===== config.mk =====
export PLATFORM = sky130hd
export DESIGN_NAME = pipeline_hazard_ctrl_flat
export DESIGN_NICKNAME = d
export VERILOG_FILES = /design/src/rtl/pipeline_hazard_ctrl_if.sv /design/src/rtl/pipeline_hazard_ctrl.sv /design/src/flat_wrapper.sv
export SDC_FILE = /design/constraint.sdc
export NUM_CORES = 1
export LEC_CHECK = 0
export ABC_AREA = 1
export BUFFER_PORTS_ARGS = -buffer_cell sky130_fd_sc_hd__clkbuf_2
export CORE_AREA = 2 2 100 102
export DETAILED_ROUTE_END_ITERATION = 10
export DIE_AREA = 0 0 102 104
export HOLD_SLACK_MARGIN = 0.05
export PLACE_DENSITY_LB_ADDON = 0.12
export SKIP_LAST_GASP = 1
export SYNTH_ARGS = -nofsm -noshare
export SYNTH_HDL_FRONTEND = slang
export SYNTH_SLANG_ARGS = --single-unit

===== constraint.sdc =====
create_clock -name clk -period 2.8 [get_ports clk]
set_input_delay 0.56 -clock clk [delete_from_list [all_inputs] [get_ports clk]]
set_output_delay 0.56 -clock clk [all_outputs]
set_load 0.005 [all_outputs]

===== src/rtl/pipeline_hazard_ctrl_if.sv =====
// Hazard-controller bundle: ID/EX hazard inputs, control outputs and perf counters.
// The pipeline drives through the master modport; the controller uses the slave modport.
interface pipeline_hazard_ctrl_if #(
  parameter int unsigned PC_W   = 64,
  parameter int unsigned REG_AW = 5,
  parameter int unsigned CNT_W  = 16
);

  // ID-stage operand usage
  logic [REG_AW-1:0] id_rs1;
  logic [REG_AW-1:0] id_rs2;
  logic              id_uses_rs1;
  logic              id_uses_rs2;

  // EX-stage instruction attributes
  logic [REG_AW-1:0] ex_rd;
  logic              ex_mem_read;
  logic              ex_is_branch;
  logic              ex_branch_taken;
  logic              ex_pred_taken;
  logic [PC_W-1:0]   ex_branch_target;
  logic [PC_W-1:0]   ex_pc_plus4;
  logic              ex_mc_start;

  // Pipeline control
  logic              pc_stall;
  logic              if_id_stall;
  logic              if_flush;
  logic              id_flush;
  logic              id_ex_hold;
  logic              redirect_valid;
  logic [PC_W-1:0]   redirect_pc;
  logic              ctrl_state;

  // Performance counters
  logic [CNT_W-1:0]  mispredict_cnt;
  logic [CNT_W-1:0]  stall_cnt;

  modport master (
    output id_rs1, id_rs2, id_uses_rs1, id_uses_rs2,
    output ex_rd, ex_mem_read, ex_is_branch, ex_branch_taken, ex_pred_taken,
    output ex_branch_target, ex_pc_plus4, ex_mc_start,
    input  pc_stall, if_id_stall, if_flush, id_flush, id_ex_hold,
    input  redirect_valid, redirect_pc, ctrl_state,
    input  mispredict_cnt, stall_cnt
  );

  modport slave (
    input  id_rs1, id_rs2, id_uses_rs1, id_uses_rs2,
    input  ex_rd, ex_mem_read, ex_is_branch, ex_branch_taken, ex_pred_taken,
    input  ex_branch_target, ex_pc_plus4, ex_mc_start,
    output pc_stall, if_id_stall, if_flush, id_flush, id_ex_hold,
    output redirect_valid, redirect_pc, ctrl_state,
    output mispredict_cnt, stall_cnt
  );

endinterface


===== src/rtl/pipeline_hazard_ctrl.sv =====
// Hazard and sequencing controller for PC, IF/ID and ID/EX.
// Resolves load-use bubbles, branch-mispredict flush/redirect and multi-cycle EX holds.
// Control outputs are zero-latency combinational; state and perf counters are registered.
module pipeline_hazard_ctrl #(
  parameter int unsigned PC_W   = 64,
  parameter int unsigned REG_AW = 5,
  parameter int unsigned MC_LAT = 4,
  parameter int unsigned CNT_W  = 16
) (
  input  logic                 clk,
  input  logic                 rst,
  pipeline_hazard_ctrl_if.slave hz
);

  // mc_cnt must hold MC_LAT-2 (at most 14 for the legal range)
  localparam int unsigned MC_W = (MC_LAT > 2) ? $clog2(MC_LAT) : 1;
  localparam logic [MC_W-1:0] MC_INIT = MC_W'(MC_LAT - 2);

  typedef enum logic {
    IDLE    = 1'b0,
    MC_BUSY = 1'b1
  } state_e;

  state_e            state_q;
  state_e            state_d;
  logic [MC_W-1:0]   mc_cnt_q;
  logic [MC_W-1:0]   mc_cnt_d;
  logic [CNT_W-1:0]  mispredict_cnt_q;
  logic [CNT_W-1:0]  stall_cnt_q;

  logic              mispredict;
  logic              rs1_hit;
  logic              rs2_hit;
  logic              load_use;

  logic              pc_stall_c;
  logic              if_id_stall_c;
  logic              if_flush_c;
  logic              id_flush_c;
  logic              id_ex_hold_c;
  logic              redirect_valid_c;
  logic [PC_W-1:0]   redirect_pc_c;
  logic              mispredict_evt_c;

  // Hazard detection terms
  assign mispredict = hz.ex_is_branch & (hz.ex_branch_taken ^ hz.ex_pred_taken);
  assign rs1_hit    = hz.id_uses_rs1 & (hz.id_rs1 == hz.ex_rd);
  assign rs2_hit    = hz.id_uses_rs2 & (hz.id_rs2 == hz.ex_rd);
  assign load_use   = hz.ex_mem_read & (hz.ex_rd != REG_AW'(0)) & (rs1_hit | rs2_hit);

  // State, multi-cycle countdown and saturating perf counters
  always_ff @(posedge clk) begin
    if (rst) begin
      state_q          <= IDLE;
      mc_cnt_q         <= '0;
      mispredict_cnt_q <= '0;
      stall_cnt_q      <= '0;
    end else begin
      state_q  <= state_d;
      mc_cnt_q <= mc_cnt_d;
      if (mispredict_evt_c && (mispredict_cnt_q != {CNT_W{1'b1}})) begin
        mispredict_cnt_q <= mispredict_cnt_q + CNT_W'(1);
      end
      if (pc_stall_c && (stall_cnt_q != {CNT_W{1'b1}})) begin
        stall_cnt_q <= stall_cnt_q + CNT_W'(1);
      end
    end
  end

  // Next state and control outputs; everything is quiet while rst is high
  always_comb begin
    state_d          = state_q;
    mc_cnt_d         = mc_cnt_q;
    pc_stall_c       = 1'b0;
    if_id_stall_c    = 1'b0;
    if_flush_c       = 1'b0;
    id_flush_c       = 1'b0;
    id_ex_hold_c     = 1'b0;
    redirect_valid_c = 1'b0;
    redirect_pc_c    = '0;
    mispredict_evt_c = 1'b0;

    if (!rst) begin
      case (state_q)
        IDLE: begin
          if (mispredict) begin
            // Squash the two younger instructions and refetch from the resolved path
            redirect_valid_c = 1'b1;
            if_flush_c       = 1'b1;
            id_flush_c       = 1'b1;
            redirect_pc_c    = hz.ex_branch_taken ? hz.ex_branch_target : hz.ex_pc_plus4;
            mispredict_evt_c = 1'b1;
          end else if (hz.ex_mc_start) begin
            // First EX cycle of a mul/div: freeze the front end and ID/EX
            pc_stall_c    = 1'b1;
            if_id_stall_c = 1'b1;
            id_ex_hold_c  = 1'b1;
            state_d       = MC_BUSY;
            mc_cnt_d      = MC_INIT;
          end else if (load_use) begin
            // Hold fetch/decode and inject one bubble into EX
            pc_stall_c    = 1'b1;
            if_id_stall_c = 1'b1;
            id_flush_c    = 1'b1;
          end
        end

        MC_BUSY: begin
          // Keep holding until the countdown expires; the final EX cycle releases ID/EX
          if (mc_cnt_q != '0) begin
            pc_stall_c    = 1'b1;
            if_id_stall_c = 1'b1;
            id_ex_hold_c  = 1'b1;
            mc_cnt_d      = mc_cnt_q - MC_W'(1);
          end else begin
            state_d = IDLE;
          end
        end

        default: begin
          state_d  = IDLE;
          mc_cnt_d = '0;
        end
      endcase
    end
  end

  // Drive the bundle
  assign hz.pc_stall       = pc_stall_c;
  assign hz.if_id_stall    = if_id_stall_c;
  assign hz.if_flush       = if_flush_c;
  assign hz.id_flush       = id_flush_c;
  assign hz.id_ex_hold     = id_ex_hold_c;
  assign hz.redirect_valid = redirect_valid_c;
  assign hz.redirect_pc    = redirect_pc_c;
  assign hz.ctrl_state     = (state_q == MC_BUSY) & ~rst;
  assign hz.mispredict_cnt = mispredict_cnt_q;
  assign hz.stall_cnt      = stall_cnt_q;

endmodule

===== src/flat_wrapper.sv =====
// flat-port wrapper written by rule: the top's interface ports become plain ports
module pipeline_hazard_ctrl_flat 
#(
  parameter int unsigned PC_W   = 64,
  parameter int unsigned REG_AW = 5,
  parameter int unsigned MC_LAT = 4,
  parameter int unsigned CNT_W  = 16
)
  (clk, rst, hz_id_rs1, hz_id_rs2, hz_id_uses_rs1, hz_id_uses_rs2, hz_ex_rd, hz_ex_mem_read, hz_ex_is_branch, hz_ex_branch_taken, hz_ex_pred_taken, hz_ex_branch_target, hz_ex_pc_plus4, hz_ex_mc_start, hz_pc_stall, hz_if_id_stall, hz_if_flush, hz_id_flush, hz_id_ex_hold, hz_redirect_valid, hz_redirect_pc, hz_ctrl_state, hz_mispredict_cnt, hz_stall_cnt);
  pipeline_hazard_ctrl_if #(.PC_W(PC_W), .REG_AW(REG_AW), .CNT_W(CNT_W)) hz_i ();
  input  logic clk;
  input  logic rst;
  input wire logic [$bits(hz_i.id_rs1)-1:0] hz_id_rs1;
  input wire logic [$bits(hz_i.id_rs2)-1:0] hz_id_rs2;
  input wire logic [$bits(hz_i.id_uses_rs1)-1:0] hz_id_uses_rs1;
  input wire logic [$bits(hz_i.id_uses_rs2)-1:0] hz_id_uses_rs2;
  input wire logic [$bits(hz_i.ex_rd)-1:0] hz_ex_rd;
  input wire logic [$bits(hz_i.ex_mem_read)-1:0] hz_ex_mem_read;
  input wire logic [$bits(hz_i.ex_is_branch)-1:0] hz_ex_is_branch;
  input wire logic [$bits(hz_i.ex_branch_taken)-1:0] hz_ex_branch_taken;
  input wire logic [$bits(hz_i.ex_pred_taken)-1:0] hz_ex_pred_taken;
  input wire logic [$bits(hz_i.ex_branch_target)-1:0] hz_ex_branch_target;
  input wire logic [$bits(hz_i.ex_pc_plus4)-1:0] hz_ex_pc_plus4;
  input wire logic [$bits(hz_i.ex_mc_start)-1:0] hz_ex_mc_start;
  output wire logic [$bits(hz_i.pc_stall)-1:0] hz_pc_stall;
  output wire logic [$bits(hz_i.if_id_stall)-1:0] hz_if_id_stall;
  output wire logic [$bits(hz_i.if_flush)-1:0] hz_if_flush;
  output wire logic [$bits(hz_i.id_flush)-1:0] hz_id_flush;
  output wire logic [$bits(hz_i.id_ex_hold)-1:0] hz_id_ex_hold;
  output wire logic [$bits(hz_i.redirect_valid)-1:0] hz_redirect_valid;
  output wire logic [$bits(hz_i.redirect_pc)-1:0] hz_redirect_pc;
  output wire logic [$bits(hz_i.ctrl_state)-1:0] hz_ctrl_state;
  output wire logic [$bits(hz_i.mispredict_cnt)-1:0] hz_mispredict_cnt;
  output wire logic [$bits(hz_i.stall_cnt)-1:0] hz_stall_cnt;
  assign hz_i.id_rs1 = hz_id_rs1;
  assign hz_i.id_rs2 = hz_id_rs2;
  assign hz_i.id_uses_rs1 = hz_id_uses_rs1;
  assign hz_i.id_uses_rs2 = hz_id_uses_rs2;
  assign hz_i.ex_rd = hz_ex_rd;
  assign hz_i.ex_mem_read = hz_ex_mem_read;
  assign hz_i.ex_is_branch = hz_ex_is_branch;
  assign hz_i.ex_branch_taken = hz_ex_branch_taken;
  assign hz_i.ex_pred_taken = hz_ex_pred_taken;
  assign hz_i.ex_branch_target = hz_ex_branch_target;
  assign hz_i.ex_pc_plus4 = hz_ex_pc_plus4;
  assign hz_i.ex_mc_start = hz_ex_mc_start;
  assign hz_pc_stall = hz_i.pc_stall;
  assign hz_if_id_stall = hz_i.if_id_stall;
  assign hz_if_flush = hz_i.if_flush;
  assign hz_id_flush = hz_i.id_flush;
  assign hz_id_ex_hold = hz_i.id_ex_hold;
  assign hz_redirect_valid = hz_i.redirect_valid;
  assign hz_redirect_pc = hz_i.redirect_pc;
  assign hz_ctrl_state = hz_i.ctrl_state;
  assign hz_mispredict_cnt = hz_i.mispredict_cnt;
  assign hz_stall_cnt = hz_i.stall_cnt;
  pipeline_hazard_ctrl #(.PC_W(PC_W), .REG_AW(REG_AW), .MC_LAT(MC_LAT), .CNT_W(CNT_W)) u_core (.clk(clk), .rst(rst), .hz(hz_i));
endmodule

### Word-level counts from Yosys, hierarchy flattened

Cells that the tools add are included.

* $add $sub $neg: 3
* equality and inequality tests: 7
* muxes and demuxes: 25
* bitwise operators: 10
* reduce and logical (&&, ||, !) cells: 5

Operators with widths (number)
* $mux W64: 4
* $add A16 B1 Y16 const B: 2
* $ne A16 B16 Y1 const B: 2
* $mux W1: 15
* $eq A5 B5 Y1: 2
* $and A1 B1 Y1: 6
* $mux W2: 3
* $ne A2 B2 Y1 const B: 3
* $reduce_bool A5 Y1: 1
* $pmux W1 S2: 2
* $pmux W2 S2: 1
* $reduce_and A3 Y1: 1
* $logic_and A1 B1 Y1: 2
* $not A1 Y1: 2
* $reduce_bool A2 Y1: 1
* $sub A2 B1 Y2 const B: 1
* $or A1 B1 Y1: 1
* $xor A1 B1 Y1: 1

* register bits: 35
* logic and storage cells: 54

### Depth between registers and ports, before layout

* word-level depth: 10
* depth in mapped cells: 12

### Least setup slack after synthesis

No wires, ideal clock.

* path kind: input to output
* start: in hz_ex_is_branch
* end: out hz_pc_stall
* data arrival time: 1.650 ns
* slack: 0.590 ns
* cell stages on the path: 7
* path buffers: 2
* cells stage by stage: a21boi_2 nand2_2 nand2_1 nor2_4 buf_4 a21boi_0 buf_4

* word-level cells in the longest chain between the ends: 4

Ends and longest elaborated chain
* start, declared: RTL line flat_wrapper.sv:19 `input wire logic [$bits(hz_i.ex_is_branch)-1:0] hz_ex_is_branch;`
* $and A1 B1 Y1: RTL line pipeline_hazard_ctrl.sv:46 `assign mispredict = hz.ex_is_branch & (hz.ex_branch_taken ^ hz.ex_pred_taken);`
* $mux W1
* $pmux W1 S2
* $mux W1
* end, declared: RTL line flat_wrapper.sv:25 `output wire logic [$bits(hz_i.pc_stall)-1:0] hz_pc_stall;`

No other way between the ends.

### Worst setup path after layout

* start: in hz_ex_branch_taken
* end: out hz_redirect_pc[28]

* word-level cells in the longest chain between the ends: 5
* elaborated cells between the ends (all ways): 6
* classes of those cells: mux (4); bitwise (2)

Ends and longest elaborated chain
* start, declared: RTL line flat_wrapper.sv:20 `input wire logic [$bits(hz_i.ex_branch_taken)-1:0] hz_ex_branch_taken;`
* $xor A1 B1 Y1: RTL line pipeline_hazard_ctrl.sv:46
* $and A1 B1 Y1: RTL line pipeline_hazard_ctrl.sv:46
* $mux W64 (*): RTL line pipeline_hazard_ctrl.sv:86 `if (mispredict) begin`
* $mux W64 (*): RTL line pipeline_hazard_ctrl.sv:84 `case (state_q)`
* $mux W64 (*): RTL line pipeline_hazard_ctrl.sv:83 `if (!rst) begin`
* end, declared: RTL line flat_wrapper.sv:31 `output wire logic [$bits(hz_i.redirect_pc)-1:0] hz_redirect_pc;`

Mark *: on every way between the ends. The rest lies on a longest branch, timed or not.

==> metrics <==
status finished clean; crit path max fanout 31; Syn. warnings 0; fraction of layout cells with a size suffix above 1 roughly two fifths; Power Dens Cells 272 nW/µm²; RSZ-0062 raised after global routing no; CTS Sinks 35; Clock Path Buffers 2; largest net degree at the start of global routing between 60 and 70; detailed-placement wirelength estimate around 11000 µm; Routed WL approximately 14000 µm; CTS buffer count 5; Residual DRC 0; Post-DP Area ~4600 µm²; setup TNS 0 ns; routed wl met3 between 1000 and 1500 µm; Initial DRC Count between 200 and 300; number of global-route vias before repair between 4000 and 5000; r2r endpoint u_core.hz.mispredict_cnt[5]; Inst Count DP approximately 930; M1 wire length ~5600 µm; Via density between 4 and 5; Crit. End Element output pin; Die ar. ~11000 µm²; Core Util, Final 48.9%; Clk pin slew, worst setup/hold paths about 0.08 ns; Initial Util 33.9%; cts repair resizes 0; grt total ovfl 0; die span in x between 100 and 150 µm; total track usage between 20 and 25%; worst relative slew slack between 50% and 60%; Syn-to-layout area delta 44.1%; core area about 9500 µm²; nets 958; Pre-antenna DRT Iters 5; Crit. Startpoint hz_ex_branch_taken; WS Path Type input pin to output pin; synthesized flop and latch total 35; Worst R2R Setup Slack between 0.9 and 1 ns; commonest non-fill, non-tap cells in the layout clkbuf_2, nand2_1, a21oi_1; hold path depth 2; RePlAce Congestion roughly 0.96; area of the multi-input gates about 2200 µm²; setup bufs post-CTS 0; most common cell after layout, fill and taps aside clkbuf_2; CP required between 2 and 2.5 ns; post-layout minimum cycle time 2.55 ns; Avg WL per Cell approximately 15 µm; final worst path period share 90.9%; Worst R2R Path Depth 9; # rows 36; Final WS setup 0.254 ns; fin area about 4700 µm²; achievable clock frequency between 300 and 400 MHz; Post-Layout Cell Count roughly 940; antenna cells 0; Die Y between 100 and 150 µm; first-pass GRT wire length roughly 20000 µm; TritonCTS clock tree built; initial antenna violation count 1; FILL cells 1053; worst reg2reg startpoint u_core.hz.mispredict_cnt[0]; Syn Area/Cell ~5.7 µm²; Net Count, Synth ~720; max cap viols 0; vias 4486; worst-margin pin slew around 0.63 ns; H-tree levels 2; Root Buffer clkbuf_8; Hold Buf Count CTS 0; Setup violations, final 0; clk_lat worst skew about 0.3 ns; min-delay worst type flop to flop; VDD IR max around 280 µV; Final Slew Violations 0; register area about 700 µm²; cells after synthesis approximately 570; mapped cell area between 3000 and 4000 µm²; Distinct cells, synth 39; I/O pin count approximately 260; Detail Route Antenna Nets 0; worst clock skew 0.00910 ns; Top Metal Used met5; Place WS around 0.25 ns; PortBufs between 200 and 300; Startpoint Class input pin; final hold vios 0; met2 wire length ~6600 µm; Lkg Pwr 2.46 nW; register area share after synthesis a little over a fifth; Worst EP arrival ~2.0 ns; CP Capture Point hz_redirect_pc[28]
[sequential cells by signal, indices dropped and copies added, names as in the netlist]
register,flops
u_core.hz.mispredict_cnt,16
u_core.hz.stall_cnt,16
u_core.mc_cnt_q,2
u_core.state_q,1
[area by class of cell]
cell class                 count  area share, %
sequential                    35           15.0
clock buffer                   5           1.47
tap                          133           3.57
timing repair buffer         261           28.6
inverter                      52           4.18
clock inverter                 3          0.429
multi-input combinational    448           46.7
[layer usage]
metal / global-route usage, % / up-vias
li1: - / 2290
met1: 28.3 / 2005
met2: 42.4 / 168
met3: 5.91 / 21
met4: 8.19 / 2
met5: 0 / -
[cell families after synthesis]
kind of cell,count (synthesis),share of synthesized area [%]
AOI/OAI and AO/OA,104,17.7
buffers and inverters,84,11.1
adders and majority gates,3,1.16
DFF,35,21.6
and+or+nand+nor,326,44.3
xor gates and xnor gates,15,4.06
[synthesized netlist by cell type]
master | n | share of area [%]
ha_1 | 3 | 1.2
nor3_1 | 13 | 2.0
nor2_2 | 2 | 0.39
buf_8 | 1 | 0.46
o21ai_1 | 2 | 0.31
a21oi_1 | 80 | 12
a21oi_2 | 8 | 2.2
buf_2 | 8 | 1.2
clkinv_1 | 1 | 0.12
nor3_2 | 1 | 0.31
a211oi_1 | 1 | 0.23
nand4_4 | 1 | 0.66
nand3_1 | 15 | 2.3
nor2_4 | 3 | 1.0
nand2_1 | 220 | 26
nand3_4 | 1 | 0.54
nor3_4 | 1 | 0.50
nor3b_2 | 1 | 0.39
nand2_2 | 11 | 2.1
inv_2 | 7 | 0.81
xor2_1 | 12 | 3.2
nor4_1 | 1 | 0.19
buf_4 | 4 | 0.93
o21ai_0 | 6 | 0.93
a221oi_1 | 1 | 0.27
a21boi_0 | 1 | 0.23
clkbuf_1 | 17 | 2.0
o31ai_1 | 1 | 0.23
nor2_1 | 34 | 3.9
dfxtp_1 | 35 | 22
nand2_4 | 1 | 0.35
o21ai_2 | 1 | 0.27
a21boi_2 | 1 | 0.35
a31oi_1 | 2 | 0.39
buf_1 | 1 | 0.12
nand4_1 | 21 | 4.1
buf_6 | 1 | 0.35
xnor2_1 | 3 | 0.81
inv_1 | 44 | 5.1
[power breakdown]
part | switching [mW] | internal (mW)
Clock | 0.203 | 0.173
Combinational | 0.217 | 0.161
Sequential | 0.00718 | 0.506
[worst min path at each step]
stage	startpoint	end	slack (ns)
2_1_floorplan	u_core.mc_cnt_q[0]	u_core.mc_cnt_q[0]	0.44
3_3_place_gp	u_core.mc_cnt_q[0]	u_core.mc_cnt_q[0]	0.45
3_5_place_dp	u_core.mc_cnt_q[0]	u_core.mc_cnt_q[0]	0.46
4_1_cts	u_core.mc_cnt_q[0]	u_core.mc_cnt_q[0]	0.47
5_1_grt	u_core.mc_cnt_q[0]	u_core.mc_cnt_q[0]	0.50
6_report	u_core.mc_cnt_q[0]	u_core.mc_cnt_q[0]	0.47
[through the flow]
| step | total power, mW | hold slack [ns] |
|---|---|---|
| 2_1_floorplan | 0.717 | 0.441 |
| 3_3_place_gp | 0.897 | 0.453 |
| 3_5_place_dp | 0.902 | 0.457 |
| 4_1_cts | 1.28 | 0.468 |
| 5_1_grt | 1.34 | 0.499 |
| 6_report | 1.27 | 0.466 |
[critical path: stages]
cell and delay [ns]:
clkbuf_2 0.17, inv_2 0.08, nand2_1 0.06, a21boi_2 0.14, nand2_2 0.09, nor2_4 0.10
inv_2 0.21, buf_4 0.27, a21oi_1 0.15, clkbuf_2 0.14
Note: power is estimated with default switching activity, not from simulation.
